[src/rtl/cache_ctrl_pkg.sv]
// Shared types and geometry helpers for the parametrised cache controller.
// Derived address-field widths are computed here so every file agrees.
package cache_ctrl_pkg;

  typedef enum logic {
    IDLE = 1'b0,
    FILL = 1'b1
  } state_t;

  function automatic int clog2(input int v);
    int r;
    r = 0;
    for (int i = 0; i < 31; i++) begin
      if ((1 << i) < v) r = i + 1;
    end
    return r;
  endfunction

  function automatic int off_w(input int words);
    return clog2(words);
  endfunction

  function automatic int idx_w(input int lines);
    return clog2(lines);
  endfunction

  function automatic int tag_w(
    input int addr_w,
    input int lines,
    input int words,
    input int byte_off_w
  );
    return addr_w - clog2(lines) - clog2(words) - byte_off_w;
  endfunction

endpackage

[src/rtl/line_fill_sequencer.sv]
// Line-fill sequencer: issues one word read per cycle from the latched
// line base and counts in-order responses into receive slots.
module line_fill_sequencer
  import cache_ctrl_pkg::*;
#(
  parameter int ADDR_W     = 16,
  parameter int WORDS      = 8,
  parameter int OFF_W      = 3,
  parameter int BYTE_OFF_W = 1
) (
  input  logic                        clk,
  input  logic                        rst_n,
  input  logic                        start,
  input  logic                        active,
  input  logic [ADDR_W-OFF_W-BYTE_OFF_W-1:0] req_line,
  input  logic                        mem_rvalid,
  output logic                        mem_rd_req,
  output logic [ADDR_W-1:0]           fill_addr,
  output logic [ADDR_W-OFF_W-BYTE_OFF_W-1:0] fill_line,
  output logic [OFF_W-1:0]            rx_slot,
  output logic                        done
);

  localparam int LOW_W  = OFF_W + BYTE_OFF_W;
  localparam int LINE_W = ADDR_W - LOW_W;
  localparam logic [OFF_W:0]   N_ISSUE = (OFF_W + 1)'(WORDS);
  localparam logic [OFF_W-1:0] LAST    = OFF_W'(WORDS - 1);

  logic [OFF_W:0]    issue_cnt;
  logic [OFF_W-1:0]  rx_cnt;
  logic [LINE_W-1:0] base;

  // Latch the line on a miss, then advance issue/receive counters
  always_ff @(posedge clk or negedge rst_n) begin
    if (!rst_n) begin
      base      <= '0;
      issue_cnt <= '0;
      rx_cnt    <= '0;
    end else if (start) begin
      base      <= req_line;
      issue_cnt <= '0;
      rx_cnt    <= '0;
    end else if (active) begin
      if (mem_rd_req) issue_cnt <= issue_cnt + (OFF_W + 1)'(1);
      if (mem_rvalid) rx_cnt <= rx_cnt + OFF_W'(1);
    end
  end

  assign mem_rd_req = active && (issue_cnt < N_ISSUE);
  assign fill_addr  = {base, issue_cnt[OFF_W-1:0], {BYTE_OFF_W{1'b0}}};
  assign fill_line  = base;
  assign rx_slot    = rx_cnt;
  assign done       = active && mem_rvalid && (rx_cnt == LAST);

endmodule

[src/rtl/cache_ctrl_param.sv]
// Direct-mapped write-through cache controller with tag/valid/data
// storage, hit logic, fill FSM and saturating hit/miss counters.
module cache_ctrl_param
  import cache_ctrl_pkg::*;
#(
  parameter int ADDR_W     = 16,
  parameter int DATA_W     = 16,
  parameter int LINES      = 8,
  parameter int WORDS      = 8,
  parameter int BYTE_OFF_W = 1
) (
  input  logic              clk,
  input  logic              rst_n,
  input  logic              req_valid,
  input  logic              req_write,
  input  logic [ADDR_W-1:0] req_addr,
  input  logic [DATA_W-1:0] req_wdata,
  input  logic              invalidate,
  output logic [DATA_W-1:0] rdata,
  output logic              stall,
  output logic              mem_rd_req,
  output logic              mem_wr_req,
  output logic [ADDR_W-1:0] mem_addr,
  output logic [DATA_W-1:0] mem_wdata,
  input  logic [DATA_W-1:0] mem_rdata,
  input  logic              mem_rvalid,
  output logic [15:0]       hit_count,
  output logic [15:0]       miss_count
);

  localparam int OFF_W  = off_w(WORDS);
  localparam int IDX_W  = idx_w(LINES);
  localparam int TAG_W  = tag_w(ADDR_W, LINES, WORDS, BYTE_OFF_W);
  localparam int LOW_W  = OFF_W + BYTE_OFF_W;
  localparam int LINE_W = ADDR_W - LOW_W;

  state_t state, state_nx;

  logic [LINES-1:0]  valid;
  logic [TAG_W-1:0]  tag_arr  [LINES];
  logic [DATA_W-1:0] data_arr [LINES][WORDS];

  logic [OFF_W-1:0]  req_off;
  logic [IDX_W-1:0]  req_idx;
  logic [TAG_W-1:0]  req_tag;
  logic [LINE_W-1:0] fill_line;
  logic [IDX_W-1:0]  fill_idx;
  logic [TAG_W-1:0]  fill_tag;
  logic [OFF_W-1:0]  rx_slot;
  logic [ADDR_W-1:0] fill_addr;
  logic hit, acc_hit, acc_miss, wr_hit;
  logic fill_active, fill_done;

  assign req_off     = req_addr[LOW_W-1:BYTE_OFF_W];
  assign req_idx     = req_addr[LOW_W+IDX_W-1:LOW_W];
  assign req_tag     = req_addr[ADDR_W-1:LOW_W+IDX_W];
  assign fill_idx    = fill_line[IDX_W-1:0];
  assign fill_tag    = fill_line[LINE_W-1:IDX_W];
  assign fill_active = (state == FILL);
  assign hit         = valid[req_idx] && (tag_arr[req_idx] == req_tag);
  assign acc_hit     = !fill_active && req_valid && hit;
  assign acc_miss    = !fill_active && req_valid && !hit;
  assign wr_hit      = acc_hit && req_write;
  assign rdata       = data_arr[req_idx][req_off];

  line_fill_sequencer #(
    .ADDR_W     (ADDR_W),
    .WORDS      (WORDS),
    .OFF_W      (OFF_W),
    .BYTE_OFF_W (BYTE_OFF_W)
  ) u_seq (
    .clk        (clk),
    .rst_n      (rst_n),
    .start      (acc_miss),
    .active     (fill_active),
    .req_line   (req_addr[ADDR_W-1:LOW_W]),
    .mem_rvalid (mem_rvalid),
    .mem_rd_req (mem_rd_req),
    .fill_addr  (fill_addr),
    .fill_line  (fill_line),
    .rx_slot    (rx_slot),
    .done       (fill_done)
  );

  // State register
  always_ff @(posedge clk or negedge rst_n) begin
    if (!rst_n) state <= IDLE;
    else        state <= state_nx;
  end

  // Next state and stall
  always_comb begin
    state_nx = state;
    stall    = 1'b0;
    unique case (state)
      IDLE: begin
        stall = acc_miss;
        if (acc_miss) state_nx = FILL;
      end
      FILL: begin
        stall = 1'b1;
        if (fill_done) state_nx = IDLE;
      end
      default: state_nx = IDLE;
    endcase
  end

  // Memory port: write-through on a write hit, else fill reads
  always_comb begin
    mem_wr_req = wr_hit;
    mem_wdata  = '0;
    mem_addr   = '0;
    if (wr_hit) begin
      mem_addr  = req_addr;
      mem_wdata = req_wdata;
    end else if (mem_rd_req) begin
      mem_addr = fill_addr;
    end
  end

  // Valid bits and tags; a completing fill wins over a bulk clear
  always_ff @(posedge clk or negedge rst_n) begin
    if (!rst_n) begin
      valid <= '0;
      for (int i = 0; i < LINES; i++) tag_arr[i] <= '0;
    end else begin
      if (invalidate) valid <= '0;
      if (fill_done) begin
        valid[fill_idx]   <= 1'b1;
        tag_arr[fill_idx] <= fill_tag;
      end
    end
  end

  // Data array: fill responses and write hits
  always_ff @(posedge clk or negedge rst_n) begin
    if (!rst_n) begin
      for (int i = 0; i < LINES; i++)
        for (int j = 0; j < WORDS; j++)
          data_arr[i][j] <= '0;
    end else begin
      if (fill_active && mem_rvalid)
        data_arr[fill_idx][rx_slot] <= mem_rdata;
      if (wr_hit)
        data_arr[req_idx][req_off] <= req_wdata;
    end
  end

  // Saturating performance counters
  always_ff @(posedge clk or negedge rst_n) begin
    if (!rst_n) begin
      hit_count  <= '0;
      miss_count <= '0;
    end else begin
      if (acc_hit && hit_count != 16'hFFFF)
        hit_count <= hit_count + 16'd1;
      if (acc_miss && miss_count != 16'hFFFF)
        miss_count <= miss_count + 16'd1;
    end
  end

endmodule
[config.mk]
export PLATFORM = sky130hd
export DESIGN_NAME = cache_ctrl_param
export DESIGN_NICKNAME = d
export VERILOG_FILES = /design/src/rtl/cache_ctrl_pkg.sv /design/src/rtl/line_fill_sequencer.sv /design/src/rtl/cache_ctrl_param.sv
export SDC_FILE = /design/constraint.sdc
export NUM_CORES = 2
export LEC_CHECK = 0
export CELL_PAD_IN_SITES_DETAIL_PLACEMENT = 1
export CELL_PAD_IN_SITES_GLOBAL_PLACEMENT = 1
export CORE_ASPECT_RATIO = 1.4
export CORE_MARGIN = 2
export CORE_UTILIZATION = 49
export CTS_BUF_LIST = sky130_fd_sc_hd__clkbuf_4 sky130_fd_sc_hd__clkbuf_8 sky130_fd_sc_hd__clkbuf_16
export DETAILED_ROUTE_END_ITERATION = 10
export PLACE_DENSITY_LB_ADDON = 0.05
export SLEW_MARGIN = 20
export SYNTH_ARGS = -nofsm -noshare
export SYNTH_HDL_FRONTEND = slang
export SYNTH_SLANG_ARGS = --single-unit
[constraint.sdc]
create_clock -name clk -period 10.11 [get_ports clk]
set_clock_uncertainty 0.2 [all_clocks]
set_input_delay 1.5165 -clock clk [delete_from_list [all_inputs] [get_ports clk]]
set_output_delay 1.5165 -clock clk [all_outputs]
set_load 0.005 [all_outputs]
# --- Yosys cells after proc, flatten, opt, wreduce, memory -nomap -nowiden ---
# Index checks and enable logic that the tools add are counted.
word_totals:
  mem_bits_rw: 0
  ff_bits: 1156
  mem_bits_ro: 0
  latch_bits: 0
  word_cells: 170
  n_memories: 0
op_classes:
  n_eq_ne: 4
  div_mod_pow: 0
  n_mul: 0
  bitwise: 6
  reduce_logical: 22
  addsub: 4
  n_shift: 0
  muxes: 43
  n_lt_le_gt_ge: 12
op_table:
  columns: ["op", "count"]
  rows:
  - ["1024-bit bitwise mux", 2]
  - ["1024-bit two-way mux", 2]
  - ["128-bit demux with 3-bit select", 2]
  - ["128-bit two-way mux", 4]
  - ["128-bit binary-select mux with 3-bit select", 1]
  - ["16-bit two-way mux", 7]
  - ["16-bit demux with 3-bit select", 2]
  - ["72-bit bitwise mux", 1]
  - ["16-bit binary-select mux with 3-bit select", 1]
  - ["16-bit by 1-bit adder with 16-bit output (second input constant)", 2]
  - ["16-bit != test (second input constant)", 2]
  - ["9-bit binary-select mux with 3-bit select", 1]
  - ["9-bit demux with 3-bit select", 1]
  - ["9-bit two-way mux", 3]
  - ["4-bit greater-or-equal comparator (second input constant)", 4]
  - ["4-bit by 1-bit < comparator with 1-bit output (second input constant)", 4]
  - ["8-bit two-way mux", 2]
  - ["3-bit inverter with 4-bit output", 4]
  - ["1-bit logical AND", 15]
  - ["4-bit two-way mux", 3]
  - ["9-bit equality test", 1]
  - ["3-bit two-way mux", 3]
  - ["3-bit by 4-bit < comparator with 1-bit output (second input constant)", 2]
  - ["8-bit OR", 1]
  - ["13 further kinds", 21]

# --- Longest topological paths before layout ---
depth:
  word_depth: 11
  ltp_mapped: 13
  depth_no_buf: 8

# --- Cells and area by module ---
# A second synthesis with hierarchy kept.
hier_totals:
  cells_unflattened: 6210
  hier_area_um2: 61266.3
modules_own_cells:
  columns: ["mod", "cells_each", "instances", "area_per_inst_um2"]
  rows:
  - ["cache_ctrl_param", 6137, 1, 60341.6]
  - ["line_fill_sequencer", 73, 1, 924.6]

# --- Worst setup path after synthesis ---
# No wires, ideal clock.
synth_timing:
  kind: "in2out"
  start: "in req_addr[4]"
  end: "out mem_addr[10]"
  arrival_ns: 3.881
  cell_stages: 11
  path_slack_ns: 4.513
  t_required_ns: 8.394
  path_cell_list: "buf_4 -> buf_4 -> mux2_2 -> o22ai_1 -> a221oi_1 -> xor2_1 -> nor4_1 -> and3_1 -> clkbuf_1 -> clkbuf_1 -> a22o_1"
synth_between:
  elab_chain_cells: 9
  word_cells_on_any_way: 11
synth_lines:
  columns: ["element", "line", "text"]
  rows:
  - ["from (decl)", "cache_ctrl_param.sv:16", "input logic [ADDR_W-1:0] req_addr,"]
  - ["3-bit inverter with 4-bit output (implied by the code)", "cache_ctrl_param.sv:60", "assign hit = valid[req_idx] && (tag_arr[req_idx] == req_tag);"]
  - ["9-bit binary-select mux with 3-bit select", "cache_ctrl_param.sv:60", null]
  - ["9-bit two-way mux (implied by the code) (2 in a row)", "cache_ctrl_param.sv:60", null]
  - ["9-bit equality test", "cache_ctrl_param.sv:60", null]
  - ["1-bit logical AND (*)", "cache_ctrl_param.sv:60", null]
  - ["1-bit logical AND (*)", "cache_ctrl_param.sv:61", "assign acc_hit = !fill_active && req_valid && hit;"]
  - ["1-bit logical AND (*)", "cache_ctrl_param.sv:63", "assign wr_hit = acc_hit && req_write;"]
  - ["16-bit two-way mux (*)", "cache_ctrl_param.sv:113", "if (wr_hit) begin"]
  - ["to (decl)", "cache_ctrl_param.sv:23", "output logic [ADDR_W-1:0] mem_addr,"]
# Mark *: on every way between the ends. The rest lies on a longest branch, timed or not. The select of a mux whose other input is x is not followed.

# --- Worst setup path after layout ---
layout_timing:
  start: "in req_addr[6]"
  end: "out rdata[1]"
layout_between:
  elab_chain_cells: 7
layout_lines:
  columns: ["element", "line", "text"]
  rows:
  - ["3-bit inverter with 4-bit output (implied by the code)", "cache_ctrl_param.sv:64", "assign rdata = data_arr[req_idx][req_off];"]
  - ["128-bit binary-select mux with 3-bit select", "cache_ctrl_param.sv:64", null]
  - ["128-bit two-way mux (implied by the code) (2 in a row)", "cache_ctrl_param.sv:64", null]
  - ["16-bit binary-select mux with 3-bit select", "cache_ctrl_param.sv:64", null]
  - ["16-bit two-way mux (implied by the code) (2 in a row)", "cache_ctrl_param.sv:64", null]
  - ["to (decl)", "cache_ctrl_param.sv:19", "output logic [DATA_W-1:0] rdata,"]
# No other way between the ends. The select of a mux whose other input is x is not followed.

==> results.cfg <==
[outcome]
status = finished clean

[power]
leakagePower_nw = 29.3
seq_power_share_pct = 46.8
p_sw_share_pct = 33.0
comb_power_share_pct = 24.3
p_clk_share_pct = 28.9
ir_worst_vdd_v = 0.000170
power.internal_mw = 10.6
power.total_mw = 15.8
p_switching_mw = 5.23
power.density_nw_per_um2 = 238

[clock_tree]
htreeDepth = 3
cts_buffers = 119
cts_root_buf = clkbuf_16
cts_tree = yes
clk_path_buf_depth = 3
cts_setup_buffers = 0
cts_sinks = 1156
post_cts_resized = 0
clk_pin_slew_ns = 0.06
clk_latency_ns = 0.76
cts_hold_buf = 0

[layout]
fin_util_pct = 54.5
stdcell_area_sq_um = 66600
drive_above_1_share_pct = 10.5
nets = 6027
area_growth_pct = 10.8

[drt]
viasPerCell = 6.65
first_iter_violations = 4872
wl_mm = 245
drtPass1Iterations = 6
routedWlPerCell_microns = 31.9
via_count = 51109
route.detailed.drc = 0
postRouteAntennaNets = 0

[die]
core_sq_um = 122000
ioPinCount = 137
die_area_sq_um = 126000
start_util_pct = 49.2
die_x_microns = 300
num_rows = 152
die_y_microns = 419

[grt]
grt_usage_pct = 38.8
grt_pass1_wl_mm = 361
grt_pass1_vias = 52095
antenna_found_initial = 6
grt_max_degree = 159
globalRouteOverflowTotal = 0

[worst_hold_path]
hold_class = flip-flop to flip-flop
whs_path_depth = 1
holdCritStartpoint = hit_count[11]$_DFFE_PN0P_
hold_path_end = hit_count[11]$_DFFE_PN0P_

[yosys]
ys_async_sr_fraction_pct = 100
synthesis.area_sq_um = 60100
synth_fp_nets = 6267
ys_ff_latch = 1156
yosys_warnings = 0
syn_area_per_cell_sq_um = 9.69
netlist_instances = 6208
ys_seq_area_share_pct = 48.1
ys_types = 50
synth_ff_type = dfrtp_1
synth_edf_count = 0

[sta]
finalCriticalPeriod_ns = 7.89
fmax_mhz = 127
rsz0062_at_grt = no
worst_slack_ns = 2.22
worst_pin_slew_ns = 1.22
setup_violations = 0
period_share_pct = 78.1
finalSetupTns_ns = 0
hold_violations = 0
slew_violations = 0
slew_headroom_pct = 18.4

[placed_design]
dp_hpwl_mm = 148
place_area_sq_um = 62600
gp_congestion = 0.914
post-place-ws_ns = 2.40
port_buffers = 136

[critical_path]
rr_startpoint = tag_arr[61]$_DFFE_PN0P_
r2r-end = data_arr[405]$_DFF_PN0_
cp.arrival_ns = 6.18
critPathMaxFanout = 29
crit_type = primary input to output pin
critPathCaptureType = output pin
cp.required_ns = 8.39
reg2reg_depth = 10
ff2ff_setup_slack_ns = 5.18
crit_path_start_kind = primary input

[job]
max_cap_violations = 0
## cell type report
| type | count | area (sq um) |
|---|---|---|
| clock inverter | 33 | 337 |
| clock buffer | 176 | 3630 |
| sequential | 1156 | 28900 |
| inverter | 14 | 52.6 |
| timing repair buffer | 327 | 2890 |
| fill | 13371 | 55700 |
| multi-input combinational | 4350 | 28800 |
| antenna | 8 | 20.0 |
| tap | 1617 | 2020 |
## per-stage QoR
step           std cells  hold slack, ns
6_report            7681           0.290
5_1_grt             7673           0.308
4_1_cts             7673           0.295
3_5_place_dp        7464           0.281
3_3_place_gp        7464           0.270
2_1_floorplan       6208           0.245
## logic make-up (layout without fill, tap and decap cells)
group | after synthesis | in the layout | share of synthesized area (%)
xor+xnor | 37 | 37 | 0.539
fa+ha+maj | 5 | 5 | 0.104
buf+inv | 702 | 550 | 4.52
flops | 1156 | 1156 | 48.1
simple gates | 1460 | 1460 | 10.4
other cells | 0 | 8 | 0
compound gates | 1732 | 1732 | 17.4
mux | 1116 | 1116 | 18.9
## routing by layer
layer / global-route usage, % / routed length (microns) / up-vias
li1: - / - / 21729
met1: 49.6 / 97500 / 26604
met2: 62.9 / 116000 / 2175
met3: 5.79 / 17400 / 597
met4: 22.0 / 14700 / 4
met5: 0 / 22 / -
## registers in the layout (all words and copies together), names as in the netlist
register / count
data_arr: 1024
tag_arr: 72
hit_count: 16
miss_count: 16
u_seq.fill_line: 12
valid: 8
u_seq.issue_cnt: 4
u_seq.rx_slot: 3
fill_active: 1
## cell usage after synthesis, types with 18 or more instances
cell      number  share of area, %
clkbuf_1     561               3.5
and2_1        20              0.21
dfrtp_1     1156                48
nand2_1       62              0.39
nor3_1        19              0.16
nand3_1       52              0.43
a221oi_1      87               1.3
mux2i_1     1015                17
a21oi_1     1096               9.1
a22oi_1      354               4.4
mux2_2        93               1.7
buf_1         72              0.45
xnor2_1       18              0.26
a22o_1       103               1.5
a31oi_1       50              0.52
nand4_2       19              0.40
nor2_1      1115               7.0
xor2_1        19              0.28
nand4_1      109               1.1
buf_2         48              0.40
a32oi_1       20              0.29
## power by group through the flow
stage               clock network [mW]  registers, mW  logic, mW
finish                            4.58           7.41       3.85
floorplan                            0           6.98       2.61
CTS                               4.63           7.38       3.80
detailed placement                   0           7.43       3.80
global route                      4.79           7.58       4.17
global placement                     0           7.38       3.62
## cells in the final DEF, fill, tap and decap left out, drive strengths merged, types with 5 or more instances in the layout
cell type / Yosys / routed
a21oi: 1096 / 1096
a221oi: 87 / 87
a22o: 103 / 103
a22oi: 354 / 354
a31oi: 50 / 50
a32oi: 20 / 20
and2: 20 / 20
and3: 10 / 10
buf: 127 / 225
bufinv: 0 / 6
clkbuf: 561 / 176
clkdlybuf4s50: 0 / 102
clkinv: 1 / 25
dfrtp: 1156 / 1156
diode: 0 / 8
ha: 5 / 5
inv: 13 / 15
mux2: 93 / 93
mux2i: 1015 / 1015
mux4: 8 / 8
nand2: 62 / 62
nand2b: 5 / 5
nand3: 52 / 52
nand3b: 6 / 6
nand4: 128 / 128
nor2: 1115 / 1115
nor3: 19 / 19
nor3b: 7 / 7
nor4: 6 / 6
o21ai: 8 / 8
or2: 11 / 11
or3: 5 / 5
xnor2: 18 / 18
xor2: 19 / 19
## worst max-delay path, cell delays in order
cell	delay, ns
clkdlybuf4s50_1	1.10
buf_4	0.37
and3_4	0.56
buf_4	0.55
a22o_1	0.23
a221oi_1	0.05
a31oi_1	0.57
a21oi_1	0.24
nand3_1	0.33
clkdlybuf4s50_1	0.58
## how the worst max path moves through the flow
stage | startpoint | endpoint | slack, ns
after floorplan | req_addr[4] | mem_addr[10] | 4.51
after global placement | req_addr[5] | mem_addr[11] | 2.30
after detailed placement | req_addr[6] | rdata[1] | 2.40
after CTS | req_addr[6] | rdata[1] | 2.39
after global routing | req_addr[6] | rdata[1] | 2.24
final | req_addr[6] | rdata[1] | 2.22
Note: power is estimated with default switching activity, not from simulation.
